**src/rtl/dna_port_param_if.sv**
```systemverilog
// Serial DNA port signals plus the parallel readout result.
// master drives the requests; slave is the DNA port model.
interface dna_port_param_if #(
    parameter int DNA_WIDTH = 96
);
    logic                 DIN;
    logic                 READ;
    logic                 SHIFT;
    logic                 START;
    logic                 DOUT;
    logic                 BUSY;
    logic                 VALID;
    logic [DNA_WIDTH-1:0] DNA_OUT;

    modport master (
        output DIN, READ, SHIFT, START,
        input  DOUT, BUSY, VALID, DNA_OUT
    );

    modport slave (
        input  DIN, READ, SHIFT, START,
        output DOUT, BUSY, VALID, DNA_OUT
    );
endinterface

```
**src/rtl/dna_port_param.sv**
```systemverilog
// Parametrised device-DNA port model.
// Adds an autonomous readout engine that publishes the ID as a parallel word.
module dna_port_param #(
    parameter int                   DNA_WIDTH     = 96,
    parameter logic [DNA_WIDTH-1:0] SIM_DNA_VALUE = '0,
    parameter bit                   LSB_FIRST     = 1'b0
) (
    input  logic           CLK,
    input  logic           RST,
    dna_port_param_if.slave io
);
    localparam int CW = $clog2(DNA_WIDTH + 1);
    localparam logic [DNA_WIDTH-1:0] MAX_VAL =
        {DNA_WIDTH{1'b1}} - DNA_WIDTH'(2);

    if (DNA_WIDTH < 2 || DNA_WIDTH > 128 || SIM_DNA_VALUE > MAX_VAL) begin : g_bad_param
        $fatal(1, "%m: illegal DNA_WIDTH or SIM_DNA_VALUE");
    end

    typedef enum logic {
        S_IDLE,
        S_RUN
    } state_t;

    state_t               state, state_n;
    logic [DNA_WIDTH-1:0] sreg, sreg_n;
    logic [DNA_WIDTH-1:0] cap, cap_n;
    logic [DNA_WIDTH-1:0] dna_q, dna_n;
    logic [CW-1:0]        cnt, cnt_n;
    logic                 dout_q, dout_n;
    logic                 busy_q, busy_n;
    logic                 valid_q, valid_n;
    logic                 ob;

    function automatic logic ob_of(input logic [DNA_WIDTH-1:0] v);
        return LSB_FIRST ? v[0] : v[DNA_WIDTH-1];
    endfunction

    // Entering bit lands at the end opposite the outgoing one.
    function automatic logic [DNA_WIDTH-1:0] shift_in(
        input logic [DNA_WIDTH-1:0] v,
        input logic                 b
    );
        if (LSB_FIRST)
            return (v >> 1) | (DNA_WIDTH'(b) << (DNA_WIDTH - 1));
        else
            return (v << 1) | DNA_WIDTH'(b);
    endfunction

    assign ob = ob_of(sreg);

    always_ff @(posedge CLK or posedge RST) begin
        if (RST) begin
            state   <= S_IDLE;
            sreg    <= SIM_DNA_VALUE;
            cap     <= '0;
            cnt     <= '0;
            dout_q  <= 1'b0;
            busy_q  <= 1'b0;
            valid_q <= 1'b0;
            dna_q   <= '0;
        end else begin
            state   <= state_n;
            sreg    <= sreg_n;
            cap     <= cap_n;
            cnt     <= cnt_n;
            dout_q  <= dout_n;
            busy_q  <= busy_n;
            valid_q <= valid_n;
            dna_q   <= dna_n;
        end
    end

    always_comb begin
        state_n = state;
        sreg_n  = sreg;
        cap_n   = cap;
        cnt_n   = cnt;
        dout_n  = dout_q;
        busy_n  = busy_q;
        valid_n = valid_q;
        dna_n   = dna_q;
        unique case (state)
            S_IDLE: begin
                if (io.START) begin
                    sreg_n  = SIM_DNA_VALUE;
                    cnt_n   = '0;
                    valid_n = 1'b0;
                    busy_n  = 1'b1;
                    dout_n  = ob_of(SIM_DNA_VALUE);
                    state_n = S_RUN;
                end else if (io.READ) begin
                    sreg_n = SIM_DNA_VALUE;
                    dout_n = ob_of(SIM_DNA_VALUE);
                end else if (io.SHIFT) begin
                    sreg_n = shift_in(sreg, io.DIN);
                    dout_n = ob_of(sreg_n);
                end
            end
            S_RUN: begin
                // Rotating restores sreg; capture rebuilds the original order.
                cap_n  = shift_in(cap, ob);
                sreg_n = shift_in(sreg, ob);
                dout_n = ob_of(sreg_n);
                cnt_n  = cnt + CW'(1);
                if (cnt == CW'(DNA_WIDTH - 1)) begin
                    dna_n   = cap_n;
                    valid_n = 1'b1;
                    busy_n  = 1'b0;
                    state_n = S_IDLE;
                end
            end
            default: state_n = S_IDLE;
        endcase
    end

    assign io.DOUT    = dout_q;
    assign io.BUSY    = busy_q;
    assign io.VALID   = valid_q;
    assign io.DNA_OUT = dna_q;
endmodule

```
**src/flat_wrapper.sv**
```systemverilog
// flat-port wrapper written by rule: the top's interface ports become plain ports
module dna_port_param_flat 
#(
    parameter int                   DNA_WIDTH     = 96,
    parameter logic [DNA_WIDTH-1:0] SIM_DNA_VALUE = '0,
    parameter bit                   LSB_FIRST     = 1'b0
)
  (CLK, RST, io_DIN, io_READ, io_SHIFT, io_START, io_DOUT, io_BUSY, io_VALID, io_DNA_OUT);
  dna_port_param_if #(.DNA_WIDTH(DNA_WIDTH)) io_i ();
  input  logic CLK;
  input  logic RST;
  input wire logic [$bits(io_i.DIN)-1:0] io_DIN;
  input wire logic [$bits(io_i.READ)-1:0] io_READ;
  input wire logic [$bits(io_i.SHIFT)-1:0] io_SHIFT;
  input wire logic [$bits(io_i.START)-1:0] io_START;
  output wire logic [$bits(io_i.DOUT)-1:0] io_DOUT;
  output wire logic [$bits(io_i.BUSY)-1:0] io_BUSY;
  output wire logic [$bits(io_i.VALID)-1:0] io_VALID;
  output wire logic [$bits(io_i.DNA_OUT)-1:0] io_DNA_OUT;
  assign io_i.DIN = io_DIN;
  assign io_i.READ = io_READ;
  assign io_i.SHIFT = io_SHIFT;
  assign io_i.START = io_START;
  assign io_DOUT = io_i.DOUT;
  assign io_BUSY = io_i.BUSY;
  assign io_VALID = io_i.VALID;
  assign io_DNA_OUT = io_i.DNA_OUT;
  dna_port_param #(.DNA_WIDTH(DNA_WIDTH), .SIM_DNA_VALUE(SIM_DNA_VALUE), .LSB_FIRST(LSB_FIRST)) u_core (.CLK(CLK), .RST(RST), .io(io_i));
endmodule
```
**config.mk**
```make
export PLATFORM = sky130hd
export DESIGN_NAME = dna_port_param_flat
export DESIGN_NICKNAME = d
export VERILOG_FILES = /design/src/rtl/dna_port_param_if.sv /design/src/rtl/dna_port_param.sv /design/src/flat_wrapper.sv
export SDC_FILE = /design/constraint.sdc
export NUM_CORES = 1
export LEC_CHECK = 0
export BUFFER_PORTS_ARGS = -buffer_cell sky130_fd_sc_hd__buf_2
export CAP_MARGIN = 20
export CORE_UTILIZATION = 38
export CTS_BUF_LIST = sky130_fd_sc_hd__clkbuf_4 sky130_fd_sc_hd__clkbuf_8 sky130_fd_sc_hd__clkbuf_16
export DETAILED_ROUTE_END_ITERATION = 8
export GPL_ROUTABILITY_DRIVEN = 1
export GPL_TIMING_DRIVEN = 0
export PLACE_DENSITY_LB_ADDON = 0.3
export SYNTH_ARGS = -nofsm -noshare
export SYNTH_HDL_FRONTEND = slang
export SYNTH_SLANG_ARGS = --single-unit
```
**constraint.sdc**
```tcl
create_clock -name CLK -period 21.7 [get_ports CLK]
set_input_delay 3.255 -clock CLK [delete_from_list [all_inputs] [get_ports CLK]]
set_output_delay 3.255 -clock CLK [all_outputs]
set_load 0.01 [all_outputs]
```
==> results of run 1 <==
## flip-flops by register name, summed over array words and instances (netlist names)
signal,count
u_core.io.VALID,1
u_core.sreg,96
u_core.io.DNA_OUT,96
u_core.cap,95
u_core.cnt,7
u_core.io.BUSY,1
u_core.state,1
## cells in the mapped netlist (2+ instances only)
master	count
a21oi_1	2
a22o_1	96
buf_2	19
buf_4	2
clkbuf_1	22
dfrtp_1	297
inv_1	7
mux2_1	7
mux2_2	183
nand2_1	5
nand3_1	4
nor2_1	2
o211ai_1	2
o21ai_0	4
o22ai_1	2
o31ai_1	3
## per-stage QoR
stage / total power (uW) / setup slack [ns] / utilization (%)
finish: 1190 / 17.34 / 46.6
global route: 1240 / 17.16 / 46.6
detailed placement: 650 / 16.81 / 42.6
global placement: 648 / 7.02 / 42.4
CTS: 1210 / 17.30 / 46.6
floorplan: 631 / 10.24 / -
## logic make-up (layout without fill, tap and decap cells)
family / after synthesis / after routing / synth area share [%]
multiplexers: 190 / 190 / 19.7
AO/OA/AOI/OAI: 110 / 110 / 8.55
AND/OR/NAND/NOR: 17 / 17 / 0.957
adder cells (fa/ha/maj): 1 / 1 / 0.115
flip-flops: 297 / 297 / 68.5
buffers and inverters: 50 / 212 / 2.02
XOR/XNOR: 2 / 2 / 0.161
## power breakdown
part	switching (uW)	total, uW	internal, uW
logic	38.8	62.3	23.4
registers	9.91	576	566
clock network	207	555	347
## layer usage
layer  vias up  routed length (um)  track usage [%]
met5         -                   0                0
met4         0                 363             3.45
met3        28                 704             2.50
met2        89                8320             19.6
met1      2984                9160             18.9
li1       2710                   -                -
## final cells by class
type	count	area, um^2	area share [%]
Clock buffer	44	942	7.24
Buffer	43	193	1.48
Multi-Input combinational cell	320	3200	24.6
Sequential cell	297	7430	57.1
Clock inverter	13	165	1.27
Tap cell	378	473	3.63
Timing Repair Buffer	105	571	4.39
Inverter	7	33.8	0.260
## final timing paths
kind	startpoint	end	slack [ns]	cells after the start
min in group asynchronous	RST	u_core.io.DNA_OUT[67]$_DFFE_PP0P_	2.78	2
max in group asynchronous	RST	u_core.sreg[63]$_DFFE_PP0P_	17.91	3
min	u_core.io.VALID$_DFFE_PP0P_	u_core.io.VALID$_DFFE_PP0P_	0.47	1
min reg2reg	u_core.io.VALID$_DFFE_PP0P_	u_core.io.VALID$_DFFE_PP0P_	0.47	1
max	u_core.sreg[95]$_DFFE_PP0P_	io_DOUT	17.34	1
max reg2reg	u_core.cnt[0]$_DFFE_PP0P_	u_core.io.DNA_OUT[6]$_DFFE_PP0P_	19.17	6
==> impl_metrics.ini, run 1 <==
[timing]
tightest_slew_ns = 0.775
period_needed_ns = 4.36
finalCritPeriodShare_pct = 20.1
rsz0062_at_grt = false
clock-skew-final_ns = 0.00871
hold_ws_ns = 0.474
finalMaxSlewViolations = 0
finalHoldViolations = 0
setup_tns_ns = 0
slew_headroom_pct = 47.9
setup_viol = 0
fmax_mhz = 230

[die]
coreArea_um2 = 27900
initial_core_util_pct = 38.9
dieArea_um2 = 29200
row_count = 61
ioPinCount = 105
die_h_um = 171
die_x_um = 171

[synth]
synth-seq-area-share_pct = 68.5
synth_top_cell_by_area = dfrtp_1
synth_edf_count = 0
ys_types = 26
async_reset_ff_share_pct = 100
synth.cell_area_um2 = 10900
ys.warnings.count = 0
syn_inst = 667
avgSynthCellArea_um2 = 16.3
synth_top_area_share_pct = 68.5
synth.net_count = 674
synth_area_leaders = dfrtp_1 (68%), mux2_2 (19%), a22o_1 (7.7%)
ys.flop_type = dfrtp_1
synth_seq_cells = 297

[final_layout]
drive_above_1_share_pct = 44.5
final_cell_mix = dfrtp_1 (297), mux2_2 (183), buf_2 (122)
area_delta_synth_final_pct = 19.9
antenna_cells = 0
final_common_cell = dfrtp_1
final_cell_area_um2 = 13000
nets = 812
final_cells = 1207
n_fill_cell = 2479

[placement]
dp.final_hpwl_um = 11500
io_buffers = 103
post_dp_cell_area_um2 = 11900
dp_cells = 1150
gp_congestion = 0.676

[detailed_routing]
wl_um = 18500
ant_nets = 0
routedWlPerCell_um = 15.4
vias = 5811
first_pass_iters = 4
drc_errors = 0
drt-initial-drc-count = 271
via_per_inst = 4.81

[outcome]
status = finished clean

[clocking]
clk_pin_slew_worst_paths_ns = 0.06
cts_sinks = 297
cts_setup_buffers = 0
cts_hold_buf = 0
cts_root_buf = clkbuf_16
cts_tree = done
insertion_delay_ns = 0.54
cts_repair_resize_count = 0
cts_buffers = 31
htree_levels = 1
cts_buffer_depth = 3

[power_and_ir_drop]
ir_drop_mv = 0.0554
p_leak_uw = 0.00688
power_density_nw_per_um2 = 91.7

[setup_path]
cp.required_ns = 18.45
critPathKind = reg -> out
startpoint_type = flip-flop
cp_data_arrival_time_ns = 1.10
worst_path_max_delay_cell = dfrtp_1
crit_fanout = 4
crit_buf_inv = 1
max_stage_delay_ns = 0.42
crit_family = flip-flops
crit_chain = buf_2
critPathCaptureType = output port

[global_routing]
grt_pass1_wl_um = 30900
antenna_found_initial = 0
grt_max_degree = 120
grt.total_usage_pct = 12.9
grt_pass1_vias = 5937
gr-total-overflow = 0

[job]
maxCapViolations = 0

[min_path]
hold_path_class = reg -> reg
No activity file was read; power rests on OpenSTA's default activity.
==> run 2: changes to the inputs <==
--- a/config.mk
+++ b/config.mk
@@ -5,6 +5,7 @@
 export SDC_FILE = /design/constraint.sdc
 export NUM_CORES = 1
 export LEC_CHECK = 0
+export ABC_AREA = 1
 export BUFFER_PORTS_ARGS = -buffer_cell sky130_fd_sc_hd__buf_2
 export CAP_MARGIN = 20
 export CORE_UTILIZATION = 38
==> constraint.sdc (replaced) <==
create_clock -name CLK -period 3.7 [get_ports CLK]
set_input_delay 0.555 -clock CLK [delete_from_list [all_inputs] [get_ports CLK]]
set_output_delay 0.555 -clock CLK [all_outputs]
set_load 0.01 [all_outputs]
==> run 2 against run 1 <==
  * Area after synthesis up 8.1%
  * Cell area up 8.3%
  * Setup slack worse by 16 ns
  * Sequential power rose to 5.9 times the previous value
  * Critical path depth up 7
  * Sequential share of layout area down 4.4 points
  * Clock skew up 0.0097 ns
  * Final cell count up 55%
  * Clock-buffer cell count up 7
  * Critical endpoint is now u_core.io.DNA_OUT[0]$_DFFE_PP0P_
  * Highest routed layer unchanged
==> impl_metrics.ini, run 2 <==
[outcome]
status = finished clean

[setup_path]
crit_path_start = u_core.cnt[0]$_DFFE_PP0P_
crit_family = simple AND/OR/NAND/NOR gates
max_stage_delay_ns = 0.38
cp_data_arrival_time_ns = 2.36
crit_buf_inv = 2
critPathCaptureType = flip-flop
startpoint_type = flip-flop
critPathKind = reg -> reg
worst_path_max_delay_cell = dfrtp_1
cp.required_ns = 4.09
r2r_start = u_core.cnt[0]$_DFFE_PP0P_
crit_fanout = 10
crit_chain = ha_1 -> nand2_1 -> nor2_4 -> nand2_2 -> buf_4 -> buf_6 -> nand2_1 -> nand2_1
cp_common_cell = nand2_1

[placement]
io_buffers = 104
gp_congestion = 0.785
dp.final_hpwl_um = 16500
dp_cells = 1812

[timing]
setup_viol = 0
slew_headroom_pct = 60.6
finalMaxSlewViolations = 0
tightest_slew_ns = 0.589
rsz0062_at_grt = false
hold_ws_ns = 0.0785
finalHoldViolations = 0
finalCritPeriodShare_pct = 53.4
period_needed_ns = 1.97
fmax_mhz = 506
clock-skew-final_ns = 0.0184

[die]
initial_core_util_pct = 39.0
die_x_um = 178
row_count = 63
die_h_um = 178
coreArea_um2 = 30000
ioPinCount = 105
dieArea_um2 = 31600

[power_and_ir_drop]
p_comb_share_pct = 9.9
p_seq_share_pct = 44.5
ir_drop_mv = 0.293
switchingPower_uw = 1930
p_sw_share_pct = 25.4
power_frac_clock_pct = 45.7
power_density_nw_per_um2 = 538
internal-power_uw = 5650
p_leak_uw = 0.00813

[final_layout]
drive_above_1_share_pct = 14.9
area_delta_synth_final_pct = 20.1
final_cells = 1873
final_common_cell = nand2_1
antenna_cells = 0
final_cell_mix = nand2_1 (596), dfrtp_1 (297), nand3_1 (290)
nets = 1465

[clocking]
cts_root_buf = clkbuf_16
cts_buffer_depth = 3
cts_tree = done
insertion_delay_ns = 0.51
cts_repair_resize_count = 0
cts_buffers = 34
clk_pin_slew_worst_paths_ns = 0.06
htree_levels = 2
cts_sinks = 297
cts_setup_buffers = 0
cts_hold_buf = 0

[synth]
synth_edf_count = 0
synth.most_common_cell = nand2_1
avgSynthCellArea_um2 = 8.95
syn_inst = 1310
synth_area_leaders = dfrtp_1 (63%), nand2_1 (19%), nand3_1 (12%)
synth.cell_area_um2 = 11700
synth_top_cell_by_area = dfrtp_1
async_reset_ff_share_pct = 100
synth-seq-area-share_pct = 63.4
ys_types = 18
synth_common_cells = nand2_1 (596), dfrtp_1 (297), nand3_1 (290)
synth.net_count = 1317
ys.flop_type = dfrtp_1
synth_top_area_share_pct = 63.4
ys.warnings.count = 0
synth_seq_cells = 297

[detailed_routing]
first_pass_iters = 5
drt-initial-drc-count = 652
via_per_inst = 4.84
met2_length_um = 11300
dr.max_layer_used = met4
wl_met1_um = 12200
routedWlPerCell_um = 13.3
vias = 9066
drc_errors = 0
wl_um = 25000
ant_nets = 0
wl_met3_um = 985

[global_routing]
grt_pass1_wl_um = 42900
grt_pass1_vias = 8704
gr-total-overflow = 0
antenna_found_initial = 0
grt.total_usage_pct = 16.5
grt_max_degree = 43

[job]
maxCapViolations = 0

[min_path]
hold_path_class = in -> async
run 2: changes by cell type in the layout (fill, tap and decap cells not counted), sizes merged, moves of 3 or more:
cell / change
nand2: +592
nand3: +286
inv: +4
nor2: +9
buf: +32
o31ai: -3
clkbuf: +32
a22o: -95
mux2: -190
run 2: area by class of cell:
cell class                 instances  area, um^2
buffer                            93         433
clock buffer                      51        1060
clock inverter                    10         130
fill                            2883       15900
inverter                          11        45.0
multi-input combinational        909        3820
sequential                       297        7430
tap                              390         488
timing repair buffer             112         681
run 2: final timing paths:
path,endpoint,slack (ns),depth (start not counted)
hold reg to reg,u_core.io.DNA_OUT[55]$_DFFE_PP0P_,0.46,2
min in group CLK,u_core.io.DNA_OUT[55]$_DFFE_PP0P_,0.46,2
max in group asynchronous,u_core.sreg[34]$_DFFE_PP0P_,2.53,5
setup reg to reg,u_core.io.DNA_OUT[0]$_DFFE_PP0P_,1.73,8
setup / recovery,u_core.io.DNA_OUT[0]$_DFFE_PP0P_,1.73,8
hold / removal,u_core.io.DNA_OUT[5]$_DFFE_PP0P_,0.08,2
run 2: worst register-to-register path, stage by stage, from the launching register on:
cell and delay (ns):
dfrtp_1 0.38, ha_1 0.22, nand2_1 0.10, nor2_4 0.38
nand2_2 0.25, buf_4 0.24, buf_6 0.15, nand2_1 0.06
nand2_1 0.05
run 2: power groups by stage:
| stage | Sequential (uW) | Combinational [uW] | Clock (uW) |
|---|---|---|---|
| 6_report | 3370 | 747 | 3460 |
| 5_1_grt | 3380 | 849 | 3680 |
| 4_1_cts | 3370 | 756 | 3550 |
| 3_5_place_dp | 3430 | 753 | 0 |
| 3_3_place_gp | 3430 | 723 | 0 |
| 2_1_floorplan | 3420 | 530 | 0 |
run 2: kinds of logic (layout without fill, tap and decap cells):
group                      after synthesis  count (layout)  share of synthesized area [%]
AOI/OAI and AO/OA                        9               9                          0.416
adders and majority gates                1               1                          0.107
buffers and inverters                  104             277                           4.04
and+or+nand+nor                        898             898                           32.0
DFF                                    297             297                           63.4
xor gates and xnor gates                 1               1                         0.0747
run 2: per-layer routing:
metal / track usage (%) / vias to the layer above
met1: 23.5 / 4344
met3: 2.63 / 41
met4: 4.77 / 0
met5: 0 / -
met2: 26.0 / 182
li1: - / 4499
run 2: per-stage QoR:
step | area (um^2) | TNS (ns) | utilization (%) | setup slack, ns | power (uW)
floorplan | 11700 | -237.63 | - | -0.800 | 3950
global route | 14100 | 0 | 46.9 | 1.60 | 7910
global placement | 12700 | -762.24 | 42.4 | -2.59 | 4150
detailed placement | 12900 | 0 | 43.0 | 1.51 | 4180
finish | 14100 | 0 | 46.9 | 1.73 | 7580
CTS | 14100 | 0 | 46.9 | 1.69 | 7680
==> run 3: changes to the inputs <==
--- a/config.mk
+++ b/config.mk
@@ -5,7 +5,7 @@
 export SDC_FILE = /design/constraint.sdc
 export NUM_CORES = 1
 export LEC_CHECK = 0
-export ABC_AREA = 1
+export ABC_AREA = 0
 export BUFFER_PORTS_ARGS = -buffer_cell sky130_fd_sc_hd__buf_2
 export CAP_MARGIN = 20
 export CORE_UTILIZATION = 38
==> constraint.sdc (replaced) <==
create_clock -name CLK -period 1.7 [get_ports CLK]
set_input_delay 0.255 -clock CLK [delete_from_list [all_inputs] [get_ports CLK]]
set_output_delay 0.255 -clock CLK [all_outputs]
set_load 0.01 [all_outputs]
==> run 3 against run 2 <==
  * The run now ends with setup timing left
  * Wire length down 18%
  * Register-to-register slack worse by 1.8 ns
  * Critical endpoint is now u_core.io.VALID$_DFFE_PP0P_
  * Cell area down 0.20%
  * Die area down 7.4%
  * Final cell count down 34%
  * Global-route usage down 2.2 points
  * Largest cell class unchanged
  * Critical path depth up 2
==> impl_metrics.ini, run 3 (synthesized netlist as in run 1, its figures left out) <==
[setup_path]
crit_family = buffers and inverters
crit_chain = ha_4 -> nand3_4 -> nor4_4 -> buf_6 -> buf_12 -> buf_12 -> buf_12 -> buf_4 -> buf_12 -> a21o_1
crit_path_start = u_core.cnt[1]$_DFFE_PP0P_
rr_worst_depth = 10
reg2reg_to = u_core.io.VALID$_DFFE_PP0P_
startpoint_type = flip-flop
critPathKind = reg -> reg
crit_buf_inv = 6
r2r_setup_slack_ns = -0.07
r2r_start = u_core.cnt[1]$_DFFE_PP0P_
worstSetupPathDepth = 10
crit_fanout = 8
cp-endpoint = u_core.io.VALID$_DFFE_PP0P_
cp_data_arrival_time_ns = 2.17
worst_path_max_delay_cell = dfrtp_1
max_stage_delay_ns = 0.41
cp.required_ns = 2.09
cp_common_cell = buf_12
critPathCaptureType = flip-flop

[outcome]
status = complete, but fails checks
violations = setup timing

[detailed_routing]
drt-initial-drc-count = 303
via_per_inst = 4.92
wl_um = 20500
ant_nets = 0
drc_errors = 0
routedWlPerCell_um = 16.6
vias = 6108
first_pass_iters = 4

[min_path]
hold_path_class = in -> reg

[die]
ioPinCount = 105
die_h_um = 171
dieArea_um2 = 29200
initial_core_util_pct = 38.9
row_count = 61
coreArea_um2 = 27900
die_x_um = 171

[clocking]
cts_sinks = 297
insertion_delay_ns = 0.50
cts_buffer_depth = 3
cts_buffers = 34
htree_levels = 2
cts_tree = done
clk_pin_slew_worst_paths_ns = 0.06
cts_root_buf = clkbuf_16

[power_and_ir_drop]
p_comb_share_pct = 7.0
p_seq_share_pct = 46.9
total_power_uw = 15700
p_leak_uw = 0.00725
p_sw_share_pct = 21.9
internal-power_uw = 12300
ir_drop_mv = 1.01
switchingPower_uw = 3440
power_density_nw_per_um2 = 1120
power_frac_clock_pct = 46.1

[global_routing]
antenna_found_initial = 0
grt_max_degree = 42
grt_pass1_vias = 6241
grt.total_usage_pct = 14.3
grt_pass1_wl_um = 33500
gr-total-overflow = 0

[timing]
slew_headroom_pct = 52.6
rsz0062_at_grt = true
setup_viol = 53
finalCritPeriodShare_pct = 104
finalHoldViolations = 0
tightest_slew_ns = 0.711
fin_ws_ns = -0.0740
clock-skew-final_ns = 0.0206
finalMaxSlewViolations = 0
fmax_mhz = 564
period_needed_ns = 1.77

[placement]
gp_congestion = 0.697
dp.final_hpwl_um = 12400
io_buffers = 103
dp_cells = 1157

[final_layout]
n_fill_cell = 2397
final_common_cell = dfrtp_1
drive_above_1_share_pct = 49.1
final_cell_mix = dfrtp_1 (297), buf_2 (114), mux2_2 (108)
area_delta_synth_final_pct = 29.5
antenna_cells = 0
final_cells = 1241
nets = 847

[job]
maxCapViolations = 0
## run 3: changes by cell type in the layout (fill, tap and decap cells not counted), moves of 6 or more
cell,previous run,this run
clkbuf_16,35,41
clkbuf_2,0,7
nand2_1,596,5
nand3_1,290,3
clkbuf_1,47,12
mux2_2,0,108
a22o_1,1,96
nor2_1,9,1
buf_2,141,114
mux2_4,0,82
buf_4,4,12
buf_12,8,21
## run 3: layer usage
metal | track usage, % | wire, um | up-vias
li1 | - | - | 2789
met1 | 20.9 | 10100 | 3182
met2 | 21.3 | 9230 | 105
met3 | 3.12 | 821 | 32
met4 | 4.39 | 350 | 0
met5 | 0 | 0 | -
## run 3: cell type report
cell class / instances / area, um^2 / share of cell area (%)
clock buffer: 56 / 1130 / 8.04
sequential: 297 / 7430 / 52.9
inverter: 7 / 30.0 / 0.214
multi-input combinational: 320 / 3550 / 25.3
buffer: 42 / 333 / 2.37
tap: 378 / 473 / 3.36
clock inverter: 3 / 21.3 / 0.151
timing repair buffer: 138 / 1080 / 7.72
## run 3: worst min-delay path by stage
stage                                     start                                end  slack (ns)  cells past startpoint
floorplan                               io_READ         u_core.sreg[0]$_DFFE_PP0P_        0.44                      3
global placement    u_core.io.VALID$_DFFE_PP0P_        u_core.io.VALID$_DFFE_PP0P_        0.46                      1
detailed placement                          RST  u_core.io.DNA_OUT[48]$_DFFE_PP0P_        0.30                      2
CTS                                     io_READ         u_core.sreg[0]$_DFFE_PP0P_        0.11                      4
global route                             io_DIN         u_core.sreg[0]$_DFFE_PP0P_        0.13                      3
finish                                   io_DIN         u_core.sreg[0]$_DFFE_PP0P_        0.13                      3
## run 3: power by group through the flow
stage / logic (uW) / registers (uW) / clock network, uW
CTS: 1070 / 7370 / 7440
global placement: 813 / 7510 / 0
floorplan: 622 / 7490 / 0
detailed placement: 885 / 7500 / 0
finish: 1090 / 7380 / 7260
global route: 1220 / 7390 / 7740
## run 3: stage by stage
step / hold slack, ns / setup slack [ns] / TNS (ns) / utilization [%] / area (um^2)
after global routing: 0.133 / -0.139 / -7.95 / 50.3 / 14100
final: 0.135 / -0.0740 / -1.11 / 50.3 / 14100
after CTS: 0.107 / -0.148 / -10.47 / 49.9 / 13900
after global placement: 0.459 / -4.24 / -1367.86 / 42.5 / 11900
after floorplan: 0.435 / -2.50 / -742.53 / - / 10900
after detailed placement: 0.300 / -0.658 / -117.35 / 43.2 / 12100
## run 3: what timing repair did
item | 4_1_cts | 5_1_grt
hold buffers | 1 | 0
gates resized for setup | 128 | 16
endpoints found under the setup margin | 275 | 203
pin swaps | 4 | 2
hold endpoints to repair | 17 | 0
setup buffers | 15 | 5
cloned | 3 | 4
## run 3: worst reg2reg max path, delay by kind of cell, from the launching register on
kind / cells / cell delay [ns]
AOI/OAI and AO/OA: 1 / 0.15
buffers and inverters: 6 / 0.81
DFF: 1 / 0.41
and+or+nand+nor: 2 / 0.13
adders and majority gates: 1 / 0.18
